`src/rtl/pipeline_pkg.sv`:
```
// Shared pipeline control types: hazard cause encoding, forwarding selects and
// the register-match helper used by the stall and forwarding logic.
package pipeline_pkg;

  typedef enum logic [1:0] {
    ST_RUN        = 2'd0,
    ST_LOAD_STALL = 2'd1,
    ST_MEM_WAIT   = 2'd2,
    ST_REDIRECT   = 2'd3
  } hz_state_e;

  localparam logic [1:0] FWD_RF  = 2'b00;
  localparam logic [1:0] FWD_WB  = 2'b01;
  localparam logic [1:0] FWD_MEM = 2'b10;

  // x0 is hardwired zero, so a write to it never produces a dependency.
  function automatic logic reg_match(input logic       wr_en,
                                     input logic [4:0] rd,
                                     input logic [4:0] rs);
    return wr_en && (rd != 5'd0) && (rd == rs);
  endfunction

endpackage

```
`src/rtl/forward_unit.sv`:
```
// ALU operand bypass select for one execute-stage source register.
module forward_unit
  import pipeline_pkg::*;
(
  input  logic [4:0] e_rs,
  input  logic [4:0] m_rd,
  input  logic       m_regwren,
  input  logic [4:0] w_rd,
  input  logic       w_regwren,
  output logic [1:0] fwd
);

  // Memory stage holds the younger result, so it wins over writeback.
  always_comb begin
    fwd = FWD_RF;
    if (reg_match(m_regwren, m_rd, e_rs)) begin
      fwd = FWD_MEM;
    end else if (reg_match(w_regwren, w_rd, e_rs)) begin
      fwd = FWD_WB;
    end else begin
      fwd = FWD_RF;
    end
  end

endmodule

```
`src/rtl/hazard_ctrl.sv`:
```
// Pipeline hazard controller: per-cycle stall/flush/enable generation, operand
// forwarding, cause history, saturating performance counters and wait timeout.
module hazard_ctrl
  import pipeline_pkg::*;
#(
  parameter int TIMEOUT_CYC = 256,
  parameter int CNT_W       = 32
) (
  input  logic             clk,
  input  logic             reset,
  input  logic [4:0]       d_rs1,
  input  logic [4:0]       d_rs2,
  input  logic             d_uses_rs1,
  input  logic             d_uses_rs2,
  input  logic [4:0]       e_rs1,
  input  logic [4:0]       e_rs2,
  input  logic [4:0]       e_rd,
  input  logic             e_memren,
  input  logic             e_br_taken,
  input  logic [4:0]       m_rd,
  input  logic             m_regwren,
  input  logic [4:0]       w_rd,
  input  logic             w_regwren,
  input  logic             dmem_req,
  input  logic             dmem_ready,
  output logic             pc_wren,
  output logic             ifid_wren,
  output logic             idex_wren,
  output logic             exmem_wren,
  output logic             memwb_wren,
  output logic             ifid_flush,
  output logic             idex_flush,
  output logic [1:0]       fwd_a,
  output logic [1:0]       fwd_b,
  output logic [1:0]       state,
  output logic [CNT_W-1:0] stall_cnt,
  output logic [CNT_W-1:0] flush_cnt,
  output logic             timeout_err
);

  localparam int                WAIT_W    = $clog2(TIMEOUT_CYC + 1);
  localparam logic [WAIT_W-1:0] WAIT_MAX  = WAIT_W'(TIMEOUT_CYC);
  localparam logic [WAIT_W-1:0] WAIT_LAST = WAIT_W'(TIMEOUT_CYC - 1);
  localparam logic [CNT_W-1:0]  CNT_MAX   = {CNT_W{1'b1}};

  logic              mem_wait_s;
  logic              redirect_s;
  logic              load_use_s;
  hz_state_e         cause_s;
  logic [1:0]        fwd_a_s;
  logic [1:0]        fwd_b_s;
  hz_state_e         state_r;
  logic              redir_pend_r;
  logic [CNT_W-1:0]  stall_cnt_r;
  logic [CNT_W-1:0]  flush_cnt_r;
  logic [WAIT_W-1:0] wait_cnt_r;
  logic              timeout_err_r;

  forward_unit u_fwd_a (
    .e_rs      (e_rs1),
    .m_rd      (m_rd),
    .m_regwren (m_regwren),
    .w_rd      (w_rd),
    .w_regwren (w_regwren),
    .fwd       (fwd_a_s)
  );

  forward_unit u_fwd_b (
    .e_rs      (e_rs2),
    .m_rd      (m_rd),
    .m_regwren (m_regwren),
    .w_rd      (w_rd),
    .w_regwren (w_regwren),
    .fwd       (fwd_b_s)
  );

  // Cause evaluation; a redirect seen while frozen stays pending until the wait ends.
  always_comb begin
    mem_wait_s = dmem_req && !dmem_ready;
    redirect_s = e_br_taken || redir_pend_r;
    load_use_s = e_memren && (e_rd != 5'd0) &&
                 ((d_uses_rs1 && (d_rs1 == e_rd)) || (d_uses_rs2 && (d_rs2 == e_rd)));
    if (mem_wait_s) begin
      cause_s = ST_MEM_WAIT;
    end else if (redirect_s) begin
      cause_s = ST_REDIRECT;
    end else if (load_use_s) begin
      cause_s = ST_LOAD_STALL;
    end else begin
      cause_s = ST_RUN;
    end
  end

  // Zero-latency stage enables, bubbles and forwarding selects.
  always_comb begin
    pc_wren    = 1'b0;
    ifid_wren  = 1'b0;
    idex_wren  = 1'b0;
    exmem_wren = 1'b0;
    memwb_wren = 1'b0;
    ifid_flush = 1'b0;
    idex_flush = 1'b0;
    fwd_a      = FWD_RF;
    fwd_b      = FWD_RF;
    if (reset) begin
      pc_wren    = 1'b0;
      idex_flush = 1'b0;
    end else begin
      fwd_a = fwd_a_s;
      fwd_b = fwd_b_s;
      case (cause_s)
        ST_MEM_WAIT: begin
          pc_wren = 1'b0;
        end
        ST_REDIRECT: begin
          {pc_wren, ifid_wren, idex_wren, exmem_wren, memwb_wren} = 5'b11111;
          ifid_flush = 1'b1;
          idex_flush = 1'b1;
        end
        ST_LOAD_STALL: begin
          {pc_wren, ifid_wren, idex_wren, exmem_wren, memwb_wren} = 5'b00111;
          idex_flush = 1'b1;
        end
        ST_RUN: begin
          {pc_wren, ifid_wren, idex_wren, exmem_wren, memwb_wren} = 5'b11111;
        end
        default: begin
          {pc_wren, ifid_wren, idex_wren, exmem_wren, memwb_wren} = 5'b00000;
        end
      endcase
    end
  end

  // Cause history, pending redirect and saturating performance counters.
  always_ff @(posedge clk) begin
    if (reset) begin
      state_r      <= ST_RUN;
      redir_pend_r <= 1'b0;
      stall_cnt_r  <= {CNT_W{1'b0}};
      flush_cnt_r  <= {CNT_W{1'b0}};
    end else begin
      state_r      <= cause_s;
      redir_pend_r <= mem_wait_s && redirect_s;
      if (((cause_s == ST_LOAD_STALL) || (cause_s == ST_MEM_WAIT)) && (stall_cnt_r != CNT_MAX)) begin
        stall_cnt_r <= stall_cnt_r + CNT_W'(1);
      end
      if ((cause_s == ST_REDIRECT) && (flush_cnt_r != CNT_MAX)) begin
        flush_cnt_r <= flush_cnt_r + CNT_W'(1);
      end
    end
  end

  // Consecutive memory-wait tracking; the error flag is sticky until reset.
  always_ff @(posedge clk) begin
    if (reset) begin
      wait_cnt_r    <= {WAIT_W{1'b0}};
      timeout_err_r <= 1'b0;
    end else if (mem_wait_s) begin
      if (wait_cnt_r != WAIT_MAX) begin
        wait_cnt_r <= wait_cnt_r + WAIT_W'(1);
      end
      if (wait_cnt_r >= WAIT_LAST) begin
        timeout_err_r <= 1'b1;
      end
    end else begin
      wait_cnt_r <= {WAIT_W{1'b0}};
    end
  end

  assign state       = state_r;
  assign stall_cnt   = stall_cnt_r;
  assign flush_cnt   = flush_cnt_r;
  assign timeout_err = timeout_err_r;

endmodule

```
`config.mk`:
```
export PLATFORM = sky130hd
export DESIGN_NAME = hazard_ctrl
export DESIGN_NICKNAME = d
export VERILOG_FILES = /design/src/rtl/pipeline_pkg.sv /design/src/rtl/forward_unit.sv /design/src/rtl/hazard_ctrl.sv
export SDC_FILE = /design/constraint.sdc
export NUM_CORES = 1
export LEC_CHECK = 0
export CORE_ASPECT_RATIO = 0.5
export CORE_UTILIZATION = 32
export CTS_BUF_LIST = sky130_fd_sc_hd__clkbuf_8
export DETAILED_ROUTE_END_ITERATION = 7
export GPL_ROUTABILITY_DRIVEN = 1
export PLACE_DENSITY_LB_ADDON = 0.25
export RECOVER_POWER = 25
export SLEW_MARGIN = 20
export SYNTH_ARGS = -nofsm -noshare
export SYNTH_HDL_FRONTEND = slang
export SYNTH_SLANG_ARGS = --single-unit
```
`constraint.sdc`:
```
create_clock -name clk -period 5.2 [get_ports clk]
set_input_delay 1.3 -clock clk [delete_from_list [all_inputs] [get_ports clk]]
set_output_delay 1.3 -clock clk [all_outputs]
set_load 0.05 [all_outputs]
```
==> results.py, run 1 <==
metrics = {
    "floorplan": {
        "die-area_um2": 13800,
        "coreArea_um2": 12800,
        "start_util_pct": 33.3,
        "die_height_um": 83.6,
        "rows": 29,
        "num_io_pins": 123,
        "die-width_um": 165,
    },
    "worst_setup_path": {
        "worst_r2r_path_depth": 8,
        "path_class": "in2out",
        "start_kind": "input pin",
        "cp.required_ns": 3.90,
        "worstPathArrival_ns": 3.62,
        "end_kind": "output pin",
        "cp_max_fo": 3,
        "setup.worst_path.start": "e_rd[1]",
        "reg2reg_from": "redir_pend_r",
    },
    "synth": {
        "yosysWarningCount": 0,
        "synth_edf_count": 0,
        "synth_area_um2": 4260,
        "synthCells": 519,
        "synth_area_per_cell_um2": 8.21,
        "synthFlopType": "dfxtp_1",
        "synthesis.nets": 570,
        "ys_types": 48,
        "async_reset_ff_share_pct": 0,
        "yosysSeqAreaShare_pct": 36.2,
        "ys_seq_elements": 77,
    },
    "pwr": {
        "cellPowerDensity_nw_per_um2": 203,
        "p_leak_nw": 1.90,
        "peakVddDrop_mv": 0.0931,
    },
    "final_layout": {
        "multi_input_area_um2": 2560,
        "final_common_cell": "clkdlybuf4s50_1",
        "stdcell_count": 810,
        "final_layout_size_suffix_gt1_share_pct": 6.88,
        "final_cell_mix": "88 x clkdlybuf4s50_1, 77 x dfxtp_1, 43 x a21oi_1",
        "register_area_um2": 1540,
        "n_antenna_cell": 0,
        "fin_area_um2": 5860,
        "fillers": 1295,
        "area_growth_pct": 37.5,
        "layout.nets": 686,
    },
    "route": {
        "vias_per_cell": 5.26,
        "num_vias": 4259,
        "drt_iter0_drc": 205,
        "routed_wl_mm": 11.3,
        "ant_nets": 0,
        "wl_per_cell_um": 13.9,
        "drt_first_pass_iters": 4,
        "drc": 0,
    },
    "job": {
        "drv_cap": 0,
    },
    "place": {
        "gp_congestion": 0.773,
        "dp_slack_ns": 0.157,
        "hpwl_mm": 8.30,
        "io_buffers": 122,
        "placed_area_um2": 5660,
        "dp_cells": 794,
    },
    "sta": {
        "fin_crit_ns": 4.92,
        "holdWs_ns": 0.476,
        "setup_viol": 0,
        "slew_viol_final": 0,
        "rsz0062_at_grt": "no",
        "fin_ws_ns": 0.283,
        "clock.fmax_mhz": 203,
        "setup-tns-final_ns": 0,
        "finClkSkew_ns": 0.0167,
        "maxSlewHeadroom_pct": 35.5,
        "finalCritPeriodShare_pct": 94.6,
        "hold_violations": 0,
        "worst_pin_slew_ns": 0.964,
    },
    "clock_network": {
        "cts_root_buf": "clkbuf_8",
        "tritoncts": "yes",
        "insertion_delay_ns": 0.36,
        "cts_inserted_buffers": 9,
        "cts.sinks": 77,
        "clockBufferDepth": 2,
        "clk_pin_slew_ns": 0.08,
        "htreeDepth": 3,
    },
    "global_routing": {
        "antenna_found_initial": 0,
        "grt_max_degree": 41,
        "grt_pass1_vias": 3924,
        "overflow": 0,
        "grt_pass1_wl_mm": 18.7,
        "grt_usage_pct": 16.7,
    },
    "worst_hold_path": {
        "whs_path_depth": 2,
        "hold_class": "reg2reg",
        "holdCritStartpoint": "timeout_err",
    },
    "outcome": {
        "status": "finished clean",
    },
}
-- path summary, 6_finish.rpt --
kind              endpoint  slack [ns]
max                pc_wren        0.28
min            timeout_err        0.48
max reg2reg  stall_cnt[26]        2.61
min reg2reg    timeout_err        0.48
-- per-layer routing --
metal	vias to the layer above	wire length (um)	global-route usage [%]	share of wire, %
met5	-	0	0	0
met4	0	63	4.34	0.56
met3	6	419	3.97	3.7
met2	75	5210	27.0	46
met1	2013	5590	22.2	50
li1	2165	-	-	-
-- registers in the layout, indices dropped and copies added (netlist names) --
name / count
stall_cnt: 32
timeout_err: 1
flush_cnt: 32
wait_cnt_r: 9
redir_pend_r: 1
state: 2
-- cells in the mapped netlist, types with 2 or more instances --
cell type | count | area share, %
nor4_1 | 12 | 1.8
mux2_2 | 5 | 1.3
nand4_1 | 17 | 2.5
clkbuf_1 | 15 | 1.3
buf_4 | 3 | 0.53
ha_1 | 6 | 1.8
a21oi_1 | 43 | 5.1
nand3_1 | 30 | 3.5
nor3_1 | 8 | 0.94
o31ai_1 | 12 | 2.1
o21ai_0 | 30 | 3.5
and3_1 | 12 | 1.8
inv_1 | 16 | 1.4
a311oi_1 | 5 | 1.0
o41ai_1 | 2 | 0.41
a2111oi_0 | 3 | 0.62
dfxtp_1 | 77 | 36
nor2b_1 | 7 | 1.0
nand2b_1 | 2 | 0.29
nor4_2 | 2 | 0.59
xor2_1 | 19 | 3.9
nand2_1 | 32 | 2.8
o31a_1 | 3 | 0.62
or4_1 | 16 | 2.8
a211oi_1 | 2 | 0.35
o21ba_2 | 3 | 0.71
buf_2 | 4 | 0.47
xnor2_1 | 32 | 6.6
and4_1 | 9 | 1.9
a31oi_1 | 5 | 0.73
a21boi_0 | 2 | 0.35
or3_1 | 28 | 4.1
nor2_1 | 41 | 3.6
nand4_2 | 2 | 0.59
-- metrics by stage --
stage / utilization (%) / power (W)
3_5_place_dp: 44.2 / 0.000777
5_1_grt: 45.7 / 0.00125
4_1_cts: 45.6 / 0.00121
2_1_floorplan: - / 0.000699
6_report: 45.7 / 0.00119
3_3_place_gp: 44.2 / 0.000777
-- kinds of logic after synthesis --
group	Yosys count	share of synthesized area (%)
and+or+nand+nor	225	29.5
AOI/OAI and AO/OA	115	16.5
DFF	77	36.2
xor gates and xnor gates	51	10.5
buffers and inverters	39	4.00
muxes	6	1.56
adders and majority gates	6	1.76
-- power breakdown --
group	total [W]	internal (W)	switching, W	leakage (nW)
clock	0.000425	0.000188	0.000237	0.0847
combinational	0.000161	0.0000739	0.0000874	1.19
sequential	0.000600	0.000595	0.00000567	0.621
-- area by class of cell --
class | count | area share [%]
Multi-Input combinational cell | 403 | 43.7
Inverter | 16 | 1.03
Clock inverter | 6 | 0.833
Sequential cell | 77 | 26.3
Clock buffer | 10 | 2.35
Tap cell | 170 | 3.63
Timing Repair Buffer | 128 | 22.1
-- critical path, cell delays in order --
cell	delay, ns
clkdlybuf4s50_1	0.46
xor2_1	0.18
nor4_1	0.34
and3_1	0.21
o221ai_1	0.16
a21oi_1	0.26
ha_1	0.29
nor2_2	0.23
buf_12	0.18
-- timing repair --
action / CTS / global route
endpoints found under the setup margin: 0 / 2
buffers inserted: 0 / 0
resized for setup: 0 / 1
hold buffers: 0 / 0
Power figures use the tool's default switching activity.
==> inputs of run 2 (changes only) <==
--- a/config.mk
+++ b/config.mk
@@ -7,12 +7,11 @@
 export LEC_CHECK = 0
 export CORE_ASPECT_RATIO = 0.5
 export CORE_UTILIZATION = 32
-export CTS_BUF_LIST = sky130_fd_sc_hd__clkbuf_8
 export DETAILED_ROUTE_END_ITERATION = 7
 export GPL_ROUTABILITY_DRIVEN = 1
 export PLACE_DENSITY_LB_ADDON = 0.25
 export RECOVER_POWER = 25
-export SLEW_MARGIN = 20
+export SLEW_MARGIN = 25
 export SYNTH_ARGS = -nofsm -noshare
 export SYNTH_HDL_FRONTEND = slang
 export SYNTH_SLANG_ARGS = --single-unit
==> run 2 against run 1 <==
Against the previous run:
- flip-flop and latch count did not move
- critical path depth is the same
- hold slack got worse by 0.00057 ns
- first-iteration DRC count down 12%
- largest cell class unchanged
- cell count stayed put
- die area unchanged
- routed wire length is 0.52% higher
==> results.py, run 2 (synthesized netlist as in run 1, its figures left out) <==
metrics = {
    "clock_network": {
        "htreeDepth": 3,
        "clockBufferDepth": 2,
        "cts_root_buf": "clkbuf_16",
        "tritoncts": "yes",
        "cts.sinks": 77,
        "ctsHoldBuffers": 0,
        "cts_inserted_buffers": 9,
        "insertion_delay_ns": 0.35,
        "clk_pin_slew_ns": 0.06,
    },
    "sta": {
        "finClkSkew_ns": 0.00967,
        "slew_viol_final": 0,
        "finalCritPeriodShare_pct": 94.7,
        "setup_viol": 0,
        "hold_violations": 0,
        "clock.fmax_mhz": 203,
        "maxSlewHeadroom_pct": 37.7,
        "setup-tns-final_ns": 0,
        "rsz0062_at_grt": "no",
        "fin_crit_ns": 4.92,
        "worst_pin_slew_ns": 0.931,
    },
    "final_layout": {
        "area_growth_pct": 39.9,
        "layout.nets": 686,
        "fillers": 1287,
        "fin_util_pct": 46.5,
        "final_common_cell": "clkdlybuf4s50_1",
        "final_layout_size_suffix_gt1_share_pct": 6.88,
        "final_cell_mix": "88 x clkdlybuf4s50_1, 77 x dfxtp_1, 43 x a21oi_1",
        "n_antenna_cell": 0,
    },
    "floorplan": {
        "die-area_um2": 13800,
        "die-width_um": 165,
        "coreArea_um2": 12800,
        "num_io_pins": 123,
        "die_height_um": 83.6,
        "rows": 29,
        "start_util_pct": 33.3,
    },
    "worst_setup_path": {
        "cp.required_ns": 3.90,
        "path_delay_family": "simple AND/OR/NAND/NOR gates",
        "path_buf_inv": 2,
        "cp_max_fo": 3,
        "crit_slowest_cell": "clkdlybuf4s50_1",
        "crit_chain": "clkdlybuf4s50_1 > xor2_1 > nor4_1 > and3_1 > o221ai_1 > a21oi_1 > ha_1 > nor2_2 > buf_12",
        "cpPeakStageDelay_ns": 0.46,
        "path_class": "in2out",
        "start_kind": "input pin",
        "worstPathArrival_ns": 3.62,
        "end_kind": "output pin",
    },
    "worst_hold_path": {
        "hold_class": "reg2reg",
    },
    "pwr": {
        "cellPowerDensity_nw_per_um2": 229,
        "peakVddDrop_mv": 0.114,
        "p_leak_nw": 1.95,
    },
    "global_routing": {
        "overflow": 0,
        "antenna_found_initial": 0,
        "grt_usage_pct": 17.0,
        "grt_pass1_vias": 3933,
        "grt_pass1_wl_mm": 18.8,
        "grt_max_degree": 41,
    },
    "route": {
        "wl_per_cell_um": 14.0,
        "vias_per_cell": 5.29,
        "ant_nets": 0,
        "num_vias": 4283,
        "drt_iter0_drc": 181,
        "drc": 0,
        "routed_wl_mm": 11.3,
        "drt_first_pass_iters": 4,
    },
    "outcome": {
        "status": "finished clean",
    },
    "place": {
        "io_buffers": 122,
        "hpwl_mm": 8.30,
        "gp_congestion": 0.773,
    },
    "job": {
        "drv_cap": 0,
    },
}
-- run 2: changes by cell type in the layout (fill, tap and decap cells not counted) --
cell	delta
clkbuf_16	+9
clkbuf_8	-9
-- run 2: worst register-to-register path, delay by kind of cell (launching register included) --
family,cells,cell delay (ns)
flops,1,0.30
buf+inv,1,0.18
simple gates,4,1.40
fa+ha+maj,1,0.34
compound gates,2,0.31
-- run 2: worst paths after layout --
path	from	endpoint	slack, ns	cells after the start
min reg2reg	timeout_err	timeout_err	0.48	2
max reg2reg	redir_pend_r	stall_cnt[26]	2.60	8
min	timeout_err	timeout_err	0.48	2
max	e_rd[1]	ifid_wren	0.28	9
-- run 2: timing repair --
item	in CTS	in global routing
setup endpoints to repair	0	2
setup buffers	0	0
gates resized for setup	0	1
-- run 2: layout make-up --
class | count | area (um2) | share of cell area, %
clock buffers | 10 | 239 | 4.01
clock inverters | 6 | 48.8 | 0.819
multi-input cells | 403 | 2560 | 43.0
flip-flops and latches | 77 | 1540 | 25.9
repair buffers | 128 | 1300 | 21.8
well taps | 170 | 213 | 3.57
inverters | 16 | 60.1 | 1.01
-- run 2: per-layer routing --
metal,vias to the layer above,wire length (um),track usage [%]
li1,2167,-,-
met5,-,0,0
met1,2019,5550,22.2
met2,83,5150,27.2
met4,0,153,5.09
met3,14,477,4.52
-- run 2: metrics by stage --
stage	instance area [um2]	hold WS, ns	cells	setup WS [ns]	total power [W]
final	5960	0.476	810	0.277	0.00136
after global routing	5960	0.508	810	0.0739	0.00143
after CTS	5950	0.480	810	0.139	0.00138
after detailed placement	5660	0.471	794	0.157	0.000777
after global placement	5660	0.461	794	0.183	0.000777
after floorplan	4260	0.471	519	0.130	0.000699
-- run 2: power by group --
group / internal, W / switching [W]
registers: 0.000595 / 0.00000582
clock network: 0.000338 / 0.000260
logic: 0.0000743 / 0.0000876
